File: src/rtl/flag_unit_pkg.sv
// Shared opcode, flag-index and update-mask definitions for the flag unit.
package flag_unit_pkg;

    localparam int unsigned OPC_W  = 4;
    localparam int unsigned FLAG_W = 3;

    // Opcodes that write flags
    localparam logic [OPC_W-1:0] OP_ADD = 4'h0;
    localparam logic [OPC_W-1:0] OP_SUB = 4'h1;
    localparam logic [OPC_W-1:0] OP_XOR = 4'h2;
    localparam logic [OPC_W-1:0] OP_SLL = 4'h4;
    localparam logic [OPC_W-1:0] OP_SRA = 4'h5;
    localparam logic [OPC_W-1:0] OP_ROR = 4'h6;

    // Bit positions inside the {N,Z,V} flag vector
    localparam int unsigned FLAG_N = 2;
    localparam int unsigned FLAG_Z = 1;
    localparam int unsigned FLAG_V = 0;

    // Which flag bits an opcode is allowed to overwrite
    function automatic logic [FLAG_W-1:0] flag_mask(input logic [OPC_W-1:0] opcode);
        logic [FLAG_W-1:0] mask;
        mask = '0;
        case (opcode)
            OP_ADD, OP_SUB:                 mask = 3'b111;
            OP_XOR, OP_SLL, OP_SRA, OP_ROR: mask = 3'b010;
            default:                        mask = '0;
        endcase
        return mask;
    endfunction

endpackage

File: src/rtl/flag_unit_pending_ctr.sv
// Saturating count of issued flag writers that have not reached EX yet.
module flag_pending_ctr #(
    parameter int unsigned MAX_PENDING = 3,
    parameter int unsigned CNT_W       = $clog2(MAX_PENDING + 1)
) (
    input  logic             clk,
    input  logic             rst_n,
    input  logic             inc,
    input  logic             dec,
    input  logic             flush,
    output logic [CNT_W-1:0] cnt,
    output logic             err
);

    logic [CNT_W-1:0] cnt_nxt;
    logic             err_nxt;

    // Next count: flush discards every younger writer, including one issuing now
    always_comb begin
        cnt_nxt = cnt;
        err_nxt = err;
        if (flush) begin
            cnt_nxt = '0;
        end else if (inc && !dec) begin
            if (cnt == CNT_W'(MAX_PENDING)) begin
                err_nxt = 1'b1;
            end else begin
                cnt_nxt = cnt + CNT_W'(1);
            end
        end else if (dec && !inc) begin
            if (cnt == '0) begin
                err_nxt = 1'b1;
            end else begin
                cnt_nxt = cnt - CNT_W'(1);
            end
        end
    end

    // Counter and sticky error register
    always_ff @(posedge clk or negedge rst_n) begin
        if (!rst_n) begin
            cnt <= '0;
            err <= 1'b0;
        end else begin
            cnt <= cnt_nxt;
            err <= err_nxt;
        end
    end

endmodule

File: src/rtl/flag_unit.sv
// Architectural {N,Z,V} flag register with EX forwarding and branch stall.
module flag_unit
    import flag_unit_pkg::*;
#(
    parameter  int unsigned MAX_PENDING = 3,
    parameter  int unsigned DATA_W      = 16,
    localparam int unsigned CNT_W       = $clog2(MAX_PENDING + 1)
) (
    input  logic              clk,
    input  logic              rst_n,
    input  logic              id_issue,
    input  logic              id_sets_flags,
    input  logic              id_is_branch,
    input  logic              ex_valid,
    input  logic [OPC_W-1:0]  ex_opcode,
    input  logic [DATA_W-1:0] alu_result,
    input  logic              alu_ovf,
    input  logic              flush,
    output logic [FLAG_W-1:0] F,
    output logic              branch_stall,
    output logic [CNT_W-1:0]  pending_cnt,
    output logic              err
);

    logic [FLAG_W-1:0] flag_reg;
    logic [FLAG_W-1:0] mask;
    logic [FLAG_W-1:0] raw_flags;
    logic [FLAG_W-1:0] new_flags;
    logic              ex_write;

    // Merge fresh ALU flags into the held ones under the opcode mask
    always_comb begin
        raw_flags         = '0;
        raw_flags[FLAG_N] = alu_result[DATA_W-1];
        raw_flags[FLAG_Z] = (alu_result == '0);
        raw_flags[FLAG_V] = alu_ovf;
        mask              = flag_mask(ex_opcode);
        ex_write          = ex_valid && (mask != '0);
        new_flags         = (flag_reg & ~mask) | (raw_flags & mask);
    end

    // Architectural flag register, written one edge after EX
    always_ff @(posedge clk or negedge rst_n) begin
        if (!rst_n) begin
            flag_reg <= '0;
        end else if (ex_write) begin
            flag_reg <= new_flags;
        end
    end

    // Forward the EX write; stall a branch while an unforwarded writer is in flight
    always_comb begin
        F            = ex_write ? new_flags : flag_reg;
        branch_stall = id_is_branch &&
                       (CNT_W'(pending_cnt - CNT_W'(ex_write)) != '0);
    end

    flag_pending_ctr #(
        .MAX_PENDING (MAX_PENDING),
        .CNT_W       (CNT_W)
    ) u_pending_ctr (
        .clk   (clk),
        .rst_n (rst_n),
        .inc   (id_issue && id_sets_flags),
        .dec   (ex_write),
        .flush (flush),
        .cnt   (pending_cnt),
        .err   (err)
    );

endmodule

File: config.mk
export PLATFORM = sky130hd
export DESIGN_NAME = flag_unit
export DESIGN_NICKNAME = d
export VERILOG_FILES = /design/src/rtl/flag_unit_pkg.sv /design/src/rtl/flag_unit_pending_ctr.sv /design/src/rtl/flag_unit.sv
export SDC_FILE = /design/constraint.sdc
export NUM_CORES = 1
export LEC_CHECK = 0
export CORE_AREA = 5 5 42 44
export DETAILED_ROUTE_END_ITERATION = 6
export DIE_AREA = 0 0 47 49
export PLACE_DENSITY = 0.77
export SLEW_MARGIN = 20
export SYNTH_ARGS = -nofsm -noshare
export SYNTH_HDL_FRONTEND = slang
export SYNTH_HIERARCHICAL = 1
export SYNTH_SLANG_ARGS = --single-unit
File: constraint.sdc
create_clock -name clk -period 1.7 [get_ports clk]
set_clock_uncertainty 0.15 [all_clocks]
set_input_delay 0.17 -clock clk [delete_from_list [all_inputs] [get_ports clk]]
set_output_delay 0.17 -clock clk [all_outputs]
set_load 0.01 [all_outputs]
# After elaboration in Yosys (flattened, before gate mapping)
# Cells that the tools add are included.
# classes
addsub,3
eq_ne,9
mux,11
n_bitwise,5
reduce_logical,19
# op_table
operator,n
$logic_not A16 Y1,1
$eq A4 B3 Y1 const B,3
$mux W2,5
$and A3 B3 Y3,2
$pmux W3 S2,1
$reduce_bool A2 Y1,3
$reduce_bool A3 Y1,2
$logic_and A1 B1 Y1,5
$eq A4 B1 Y1 const B,1
$eq A4 B2 Y1 const B,1
$logic_not A4 Y1,1
$mux W1,4
$reduce_and A4 Y1,1
$reduce_or A4 Y1,1
$mux W3,1
$ne A3 B2 Y1 const B,1
$ne A3 B3 Y1 const B,1
$not A3 Y3,1
$or A3 B3 Y3,1
$reduce_and A3 Y1,1
$add A2 B1 Y2 const B,1
$eq A2 B2 Y1 const B,1
$logic_not A1 Y1,2
$logic_not A2 Y1,1
5 further kinds,5
# word_totals
reg_bits,6
wordCells,50

# Logic depth before layout (Yosys ltp)
# Gate-level depths: netlist of run 1.
# depth
word_depth,9
mapped_depth,5
ltp_nobuf,5

# Hierarchy
# The synthesis of run 1 kept the hierarchy.
# by_module_without_submodules
mod,n_inst,cells_each,area_each_um2,seq_area_each_um2
flag_unit,1,20,230.2,75.1
flag_pending_ctr,1,17,167.7,75.1

# Worst setup path before layout of run 1
# OpenSTA, ideal clock, no wires.
# synth_timing
kind,input-to-reg
startpoint,in ex_opcode[3]
endpoint,reg u_pending_ctr.err
setup_ns,0.124
arrival_time_ns,0.962
t_required_ns,1.426
path_slack_ns,0.464
path_stages,5
cell_sequence,nand2b_4 nor2_1 and2b_1 a31oi_1 o21bai_1
# synth_between
elab_chain_len,9
# synth_lines
item,line_no,rtl
start: declaration,flag_unit.sv:15,"input logic [OPC_W-1:0] ex_opcode,"
"$eq A4 B2 Y1, or another cell as far along",flag_unit_pkg.sv:24,case (opcode)
$reduce_or A4 Y1 / $reduce_or A2 Y1 (equally long branches),flag_unit_pkg.sv:24,
$pmux W3 S2 *,flag_unit_pkg.sv:24,
$reduce_bool A3 Y1 *,flag_unit.sv:38,ex_write = ex_valid && (mask != '0);
$logic_and A1 B1 Y1 *,flag_unit.sv:38,
via ex_write,flag_unit.sv:29,logic ex_write;
$logic_not A1 Y1,flag_unit_pending_ctr.sv:24,end else if (inc && !dec) begin
$logic_and A1 B1 Y1,flag_unit_pending_ctr.sv:24,
$ne A2 B2 Y1 (no line) / $reduce_bool A2 Y1 (equally long branches),n/a,
$reduce_and A4 Y1 (no line),n/a,
end signal: assignment,flag_unit_pending_ctr.sv:46,err <= err_nxt;
end: declaration,flag_unit_pending_ctr.sv:12,output logic err
# The timed path passes the listed nets; every way through them passes the cells marked *.
# A chain may end at the register's enable or synchronous reset.

# Worst setup path after layout of run 1
# layout_timing
startpoint,in alu_result[1]
endpoint,out F[1]
# layout_between
elab_chain_len,4
# layout_lines
item,line_no,rtl
start: declaration,flag_unit.sv:16,"input logic [DATA_W-1:0] alu_result,"
$logic_not A16 Y1,flag_unit.sv:35,raw_flags[FLAG_Z] = (alu_result == '0);
$and A3 B3 Y3,flag_unit.sv:39,new_flags = (flag_reg & ~mask) | (raw_flags & mask);
$or A3 B3 Y3,flag_unit.sv:39,
$mux W3,n/a,
end: declaration,flag_unit.sv:19,"output logic [FLAG_W-1:0] F,"
# Every way passes these cells.

==> impl_results.rst, run 1 <==
.. list-table::
   :header-rows: 1

   * - Metric
     - Value
   * - Run status
     - finished clean
   * - Synth unique cells
     - 24
   * - Initial core utilization
     - 28.39%
   * - DRT Wirelength
     - 1515 µm
   * - Nature of the critical path endpoint
     - output port
   * - Length of the first detailed-routing pass in iterations
     - 4
   * - Number of levels the H-tree was split into
     - 1
   * - Relative slew slack
     - 78.69%
   * - Mux cell area share after synthesis
     - 8.176%
   * - Crit path required time
     - 1380 ps
   * - Worst hold-check slack
     - 8.820 ps
   * - Root buffer cell
     - sky130_fd_sc_hd__clkbuf_4
   * - Period utilisation layout
     - 98.36%
   * - Layout area overhead
     - 121.7%
   * - Final net count
     - 111
   * - I/O pin count
     - 35
   * - Overflow left after global routing
     - 0
   * - Via density
     - 4.866
   * - Largest family of logic cells by synthesized area
     - simple AND/OR/NAND/NOR gates
   * - Portion of the post-synthesis area used by sequential elements
     - 37.74%
   * - Signal arrival time at the worst endpoint
     - 1350 ps
   * - Syn Nets
     - 65
   * - Placed Instance Area
     - 803.3 µm²
   * - Number of antenna violations at the first check in global routing
     - 0
   * - Type of the most critical hold path
     - input port to asynchronous set/reset pin
   * - Core Footprint
     - 1401 µm²
   * - Clock share of power
     - 27.5%
   * - Number of storage elements in the synthesis netlist
     - 6
   * - Clock latency of the later-clocked register in the worst-skew pair
     - 240 ps
   * - Final number of hold-violating endpoints
     - 0
   * - Number of flip-flops in the largest register
     - 3
   * - Area of the die
     - 2303 µm²
   * - Parity-gate share of the synthesized area counting xor and xnor cells
     - 2.201%
   * - Half-perimeter wire length after detailed placement
     - 1100 µm
   * - Die extent in y
     - 49 µm
   * - DRC errors left
     - 0
   * - Overall track demand over capacity in global routing
     - 12.49%
   * - Post-Route Utilization
     - 62.95%
   * - Post-layout instance area
     - 882.1 µm²
   * - DRT iter0 DRCs
     - 6
   * - Clock tree from TritonCTS
     - yes
   * - Maximum clock rate
     - 598.0 MHz
   * - Number of inserted diodes
     - 0
   * - Via total after detailed routing
     - 472
   * - Most common library cell in the layout ignoring fill and taps
     - sky130_fd_sc_hd__dlymetal6s2s_1
   * - Commonest cells after routing, fill and taps aside
     - sky130_fd_sc_hd__dlymetal6s2s_1, sky130_fd_sc_hd__clkdlybuf4s50_1, sky130_fd_sc_hd__buf_4, sky130_fd_sc_hd__dfrtp_1
   * - Final Setup Violations
     - 0
   * - Number of global-route vias before repair
     - 457
   * - Largest cells by area after synthesis
     - sky130_fd_sc_hd__dfrtp_1, sky130_fd_sc_hd__nor4_2, sky130_fd_sc_hd__mux2_2
   * - Setup Crit Path Kind
     - input port to output port
   * - Gate count of the mapped netlist
     - 37
   * - Largest net degree at the start of global routing
     - 8
   * - Sum of negative setup slack
     - 0 ps
   * - Buffer levels on the longest clock path
     - 2
   * - Internal power
     - 350.9 µW
   * - Pins Over Slew Limit
     - 0
   * - Cell Pwr Density
     - 529.6 nW/µm²
   * - Remaining antenna violation count
     - 0
   * - Site row count
     - 14
   * - Sum of internal, switching and leakage power
     - 467.2 µW
   * - Share of the synthesized area in the top cell type
     - 37.74%
   * - Max cap viols
     - 0
   * - Number of buffers added by the clock tree synthesis step
     - 3
   * - Synth Cell Area
     - 397.9 µm²
   * - Wire length of the first global-routing pass
     - 2063 µm
   * - Warnings, synthesis
     - 6
   * - Number of clock sinks
     - 6
   * - Min Tclk post-route
     - 1672 ps
   * - Die Span X
     - 47 µm
   * - Sequential fraction of design power
     - 34.9%
   * - Synthesized-area fraction occupied by ao, oa, aoi and oai cells
     - 16.98%
   * - Number of input and output port buffers inserted
     - 34
   * - Adder-cell share of the synthesized area
     - 0%
   * - Average wire per cell in the routed design
     - 15.62 µm
   * - Critical Path Fanout Max
     - 2
   * - Switching fraction of total power
     - 24.89%
   * - Post-synthesis cell type with the largest combined area
     - sky130_fd_sc_hd__dfrtp_1
   * - Share of layout cells above drive strength 1
     - 30.86%
   * - Routability congestion estimate
     - 0.7026
   * - Switch Pwr
     - 116.3 µW
   * - Static Leakage
     - 0.0004858 µW
   * - Area share of and/or/nand/nor cells after synthesis
     - 33.96%
   * - Worst slew pin tran
     - 315.2 ps
   * - Clock transition at the registers of the reported paths
     - 50 ps
   * - Proportion of power drawn by combinational gates
     - 37.5%
   * - Startpoint kind of the worst setup timing path
     - input port
   * - Mean instance size in the synthesized netlist
     - 10.75 µm²
   * - Maximum vdd drop
     - 0.4550 mV
## synthesized netlist by cell type
cell type	n
sky130_fd_sc_hd__and2_4	1
sky130_fd_sc_hd__and2_1	1
sky130_fd_sc_hd__a21oi_1	2
sky130_fd_sc_hd__o21bai_1	1
sky130_fd_sc_hd__nor3_2	1
sky130_fd_sc_hd__mux2_2	2
sky130_fd_sc_hd__o31ai_1	1
sky130_fd_sc_hd__o31a_1	1
sky130_fd_sc_hd__xnor2_1	1
sky130_fd_sc_hd__nor4_2	4
sky130_fd_sc_hd__nand4_1	1
sky130_fd_sc_hd__dfrtp_1	6
sky130_fd_sc_hd__nor3b_1	1
sky130_fd_sc_hd__mux2i_1	1
sky130_fd_sc_hd__and2b_1	1
sky130_fd_sc_hd__inv_1	1
sky130_fd_sc_hd__nor3_1	1
sky130_fd_sc_hd__nor2_1	1
sky130_fd_sc_hd__o21ai_0	4
sky130_fd_sc_hd__a31oi_1	1
sky130_fd_sc_hd__o21a_1	1
sky130_fd_sc_hd__nand2b_4	1
sky130_fd_sc_hd__nor4b_1	1
sky130_fd_sc_hd__and2_2	1
## power groups by stage
stage               Sequential (µW)  Combinational [µW]  Clock [µW]
floorplan                       168                47.7           0
global placement                164                 168           0
detailed placement              165                 170           0
CTS                             163                 181         133
global route                    165                 188         147
finish                          163                 175         129
## path summary, 6_finish.rpt
kind	from	endpoint	slack (ps)	cells after the start
worst max-delay path	alu_result[1]	F[1]	30	5
worst min register to register	u_pending_ctr/err	u_pending_ctr/err	330	1
max in group asynchronous	rst_n	flag_reg[0]	1180	1
worst max register to register	u_pending_ctr/cnt[0]	u_pending_ctr/err	350	4
worst min-delay path	rst_n	flag_reg[1]	9	1
min in group clk	alu_result[15]	flag_reg[2]	210	3
## worst max-delay path, stage by stage
cell and delay (ps):
sky130_fd_sc_hd__clkdlybuf4s50_1 410, sky130_fd_sc_hd__nor4_2 160, sky130_fd_sc_hd__nand4_1 130, sky130_fd_sc_hd__o31ai_2 300, sky130_fd_sc_hd__buf_2 180
## timing repair
item                                    in CTS  in global routing
endpoints found under the setup margin       4                  3
resized for setup                           24                 16
gates cloned                                 0                  0
pin swaps                                    1                  7
buffers inserted                             0                  1
hold buffers                                 0                  0
## logic make-up (layout without fill, tap and decap cells)
kind of cell,after synthesis,after routing
AO/OA/AOI/OAI,11,11
XOR/XNOR,1,1
buffers and inverters,1,45
flip-flops,6,6
multiplexers,3,3
AND/OR/NAND/NOR,15,15
## per-layer routing
| layer | global-route usage, % | up-vias | part of all wire (%) |
|---|---|---|---|
| met2 | 19.68 | 11 | 59 |
| met4 | 3.687 | 0 | 0 |
| met1 | 15.32 | 230 | 37 |
| met5 | 0 | - | 0 |
| li1 | - | 231 | - |
| met3 | 4.797 | 0 | 3.8 |
## layout make-up
| class | count | area [µm²] |
|---|---|---|
| fill | 121 | 519.2 |
| timing repair buffer | 41 | 422.9 |
| multi-input combinational | 30 | 262.8 |
| sequential | 6 | 150.1 |
| clock buffer | 3 | 22.52 |
| tap | 16 | 20.02 |
| inverter | 1 | 3.754 |
## metrics by stage
stage	instances	setup slack, ps
2_1_floorplan	37	464.4
3_3_place_gp	93	-535.3
3_5_place_dp	93	-468.3
4_1_cts	96	-24.00
5_1_grt	97	-0.3092
6_report	97	27.89
Note: power is estimated with default switching activity, not from simulation.
==> run 2: changes to the inputs <==
--- a/config.mk
+++ b/config.mk
@@ -8,9 +8,8 @@
 export CORE_AREA = 5 5 42 44
 export DETAILED_ROUTE_END_ITERATION = 6
 export DIE_AREA = 0 0 47 49
-export PLACE_DENSITY = 0.77
+export PLACE_DENSITY = 0.75
 export SLEW_MARGIN = 20
 export SYNTH_ARGS = -nofsm -noshare
 export SYNTH_HDL_FRONTEND = slang
-export SYNTH_HIERARCHICAL = 1
 export SYNTH_SLANG_ARGS = --single-unit
==> run 2 against run 1 <==
Compared with the run above:
- sequential cell count did not move
- critical path depth did not move
- via count up 8.9%
- combinational power about the same
- largest cell class unchanged
- highest routed layer unchanged
==> impl_results.rst, run 2 <==
.. list-table::
   :header-rows: 1

   * - Metric
     - Value
   * - Run status
     - finished clean
   * - Site row count
     - 14
   * - Number of buffers added by the clock tree synthesis step
     - 3
   * - Crit path required time
     - 1380 ps
   * - Cell family contributing the most delay on the critical path
     - buffers and inverters
   * - Final number of hold-violating endpoints
     - 0
   * - Commonest cells after routing, fill and taps aside
     - sky130_fd_sc_hd__dlygate4sd2_1, sky130_fd_sc_hd__buf_4, sky130_fd_sc_hd__clkdlybuf4s50_1, sky130_fd_sc_hd__dfrtp_1, sky130_fd_sc_hd__nor4_2
   * - Via total after detailed routing
     - 514
   * - Worst hold-check slack
     - 16.99 ps
   * - Most common library cell in the layout ignoring fill and taps
     - sky130_fd_sc_hd__dlygate4sd2_1
   * - Remaining antenna violation count
     - 0
   * - Final Setup Violations
     - 0
   * - Asr flop ratio synth
     - 100.0%
   * - Final net count
     - 124
   * - Max cap viols
     - 0
   * - Syn Nets
     - 70
   * - Adder-cell share of the synthesized area
     - 6.803%
   * - Hold bufs inserted after CTS
     - 0
   * - Critical path buffer and inverter count
     - 2
   * - Switching fraction of total power
     - 24.66%
   * - Internal power
     - 345.0 µW
   * - Initial core utilization
     - 26.25%
   * - Number of levels the H-tree was split into
     - 1
   * - Number of antenna violations at the first check in global routing
     - 0
   * - Post-Route Utilization
     - 64.91%
   * - Area of the die
     - 2303 µm²
   * - Top cells by instance count after synthesis
     - sky130_fd_sc_hd__dfrtp_1, sky130_fd_sc_hd__nor4_1, sky130_fd_sc_hd__a21oi_1, sky130_fd_sc_hd__nor2_1, sky130_fd_sc_hd__nor3_1
   * - Relative slew slack
     - 82.64%
   * - Wire length of the first global-routing pass
     - 2283 µm
   * - Maximum vdd drop
     - 0.2904 mV
   * - Share of the synthesized area in the top cell type
     - 40.82%
   * - Warnings, synthesis
     - 0
   * - Final worst-path setup slack
     - 53.63 ps
   * - Synth Cell Area
     - 367.9 µm²
   * - DRT iter0 DRCs
     - 5
   * - I/O pin count
     - 35
   * - Critical Path Fanout Max
     - 2
   * - Layout area overhead
     - 147.3%
   * - Nature of the critical path endpoint
     - output port
   * - Count leader, synth
     - sky130_fd_sc_hd__dfrtp_1
   * - Type of the most critical hold path
     - input port to asynchronous set/reset pin
   * - Count of non-filler cells in the finished layout
     - 108
   * - Cell Pwr Density
     - 503.4 nW/µm²
   * - Via density
     - 4.759
   * - Synth unique cells
     - 22
   * - Number of storage elements in the synthesis netlist
     - 6
   * - Proportion of power drawn by combinational gates
     - 37.5%
   * - Portion of the post-synthesis area used by sequential elements
     - 40.82%
   * - Clock transition at the registers of the reported paths
     - 40 ps
   * - Mean instance size in the synthesized netlist
     - 9.196 µm²
   * - Post-synth EDFFs
     - 0
   * - Placed Cells
     - 99
   * - DRT Wirelength
     - 1468 µm
   * - Clock share of power
     - 27.5%
   * - Top flip-flop cell by instance count after synthesis
     - sky130_fd_sc_hd__dfrtp_1
   * - Largest cells by area after synthesis
     - sky130_fd_sc_hd__dfrtp_1, sky130_fd_sc_hd__ha_1, sky130_fd_sc_hd__nor4_1
   * - Slowest cell on crit path
     - sky130_fd_sc_hd__clkdlybuf4s50_1
   * - Clock latency of the later-clocked register in the worst-skew pair
     - 240 ps
   * - Min Tclk post-route
     - 1646 ps
   * - Share of layout cells above drive strength 1
     - 40.22%
   * - Die Span X
     - 47 µm
   * - Worst slack after detailed placement
     - -540.8 ps
   * - Largest family of logic cells by synthesized area
     - simple AND/OR/NAND/NOR gates
   * - Setup Crit Path Kind
     - input port to output port
   * - Switch Pwr
     - 112.9 µW
   * - Number of flip-flops in the largest register
     - 3
   * - Post-synthesis cell type with the largest combined area
     - sky130_fd_sc_hd__dfrtp_1
   * - Mux cell area share after synthesis
     - 6.122%
   * - Number of fill cells in the layout
     - 123
   * - Sequential fraction of design power
     - 35.0%
   * - Sequence of cells on the critical path
     - clkdlybuf4s50_1, nor4_2, nand4_1, o31ai_2, buf_2
   * - Parity-gate share of the synthesized area counting xor and xnor cells
     - 0%
   * - Number of clock sinks
     - 6
   * - Area used by multi-input combinational logic
     - 281.5 µm²
   * - Area share of and/or/nand/nor cells after synthesis
     - 28.23%
   * - Root buffer cell
     - sky130_fd_sc_hd__clkbuf_4
   * - Worst slew pin tran
     - 259.5 ps
   * - Synthesized-area fraction occupied by ao, oa, aoi and oai cells
     - 15.99%
   * - Startpoint kind of the worst setup timing path
     - input port
   * - Overall track demand over capacity in global routing
     - 13.66%
   * - DRC errors left
     - 0
   * - Average wire per cell in the routed design
     - 13.59 µm
   * - Number of inserted diodes
     - 0
   * - Buffer levels on the longest clock path
     - 2
   * - Length of the first detailed-routing pass in iterations
     - 4
   * - Maximum clock rate
     - 607.4 MHz
   * - Routability congestion estimate
     - 0.7942
   * - Number of input and output port buffers inserted
     - 34
   * - Stage delay of the slowest cell on the critical path
     - 410 ps
   * - Static Leakage
     - 0.0004193 µW
   * - Overflow left after global routing
     - 0
   * - Signal arrival time at the worst endpoint
     - 1330 ps
   * - Number of global-route vias before repair
     - 564
   * - Gate count of the mapped netlist
     - 40
   * - Setup slack of the worst register-to-register path
     - 270 ps
   * - Largest net degree at the start of global routing
     - 8
   * - Half-perimeter wire length after detailed placement
     - 1087 µm
   * - Core Footprint
     - 1401 µm²
   * - Period utilisation layout
     - 96.85%
   * - Clock tree from TritonCTS
     - yes
   * - Register area
     - 150.1 µm²
   * - Die extent in y
     - 49 µm
   * - Pins Over Slew Limit
     - 0
## run 2: per-stage QoR
step	area [µm²]	setup TNS [ps]	power [µW]
5_1_grt	909.6	-1.751	498.0
3_3_place_gp	795.8	-2818	317.7
4_1_cts	903.4	0	464.0
3_5_place_dp	795.8	-2881	321.5
2_1_floorplan	367.9	0	207.8
6_report	909.6	0	457.9
## run 2: what timing repair did
item,4_1_cts,5_1_grt
buffers inserted,7,0
endpoints found under the setup margin,7,2
gates resized for setup,52,1
pin swaps,13,1
## run 2: kinds of logic (layout without fill, tap and decap cells)
| family | after synthesis | count (layout) |
|---|---|---|
| compound gates | 9 | 9 |
| fa+ha+maj | 2 | 2 |
| buf+inv | 2 | 54 |
| flops | 6 | 6 |
| mux | 2 | 2 |
| simple gates | 19 | 19 |
## run 2: power by group through the flow
stage / sequential (µW) / clock, µW / combinational [µW]
global placement: 161 / 0 / 157
global route: 161 / 153 / 185
finish: 160 / 126 / 172
floorplan: 163 / 0 / 44.7
CTS: 160 / 131 / 172
detailed placement: 162 / 0 / 160
## run 2: area by class of cell
type,count,share of cell area [%]
Timing Repair Buffer,49,47.04
Sequential cell,6,16.51
Tap cell,16,2.201
Inverter,2,0.8253
Multi-Input combinational cell,32,30.95
Clock buffer,3,2.476
## run 2: layer usage
metal	vias up	track usage (%)	part of all wire, %
met1	229	13.17	34
met2	27	23.30	49
met5	-	0	0
li1	258	-	-
met4	0	5.530	0
met3	0	7.011	17
## run 2: worst paths after layout
path,startpoint,cells past startpoint,endpoint
max,alu_result[10],5,F[1]
min,rst_n,1,u_pending_ctr.cnt[1]
max reg2reg,flag_reg[1],7,flag_reg[1]
min reg2reg,u_pending_ctr.err,1,u_pending_ctr.err
max in group asynchronous,rst_n,1,flag_reg[2]
min in group clk,alu_result[15],2,flag_reg[2]
==> run 3: changes to the inputs <==
--- a/config.mk
+++ b/config.mk
@@ -9,6 +9,7 @@
 export DETAILED_ROUTE_END_ITERATION = 6
 export DIE_AREA = 0 0 47 49
 export PLACE_DENSITY = 0.75
+export SKIP_LAST_GASP = 1
 export SLEW_MARGIN = 20
 export SYNTH_ARGS = -nofsm -noshare
 export SYNTH_HDL_FRONTEND = slang
==> results of run 3 <==
Final layout, timing and power as in run 2 (identical DEF).
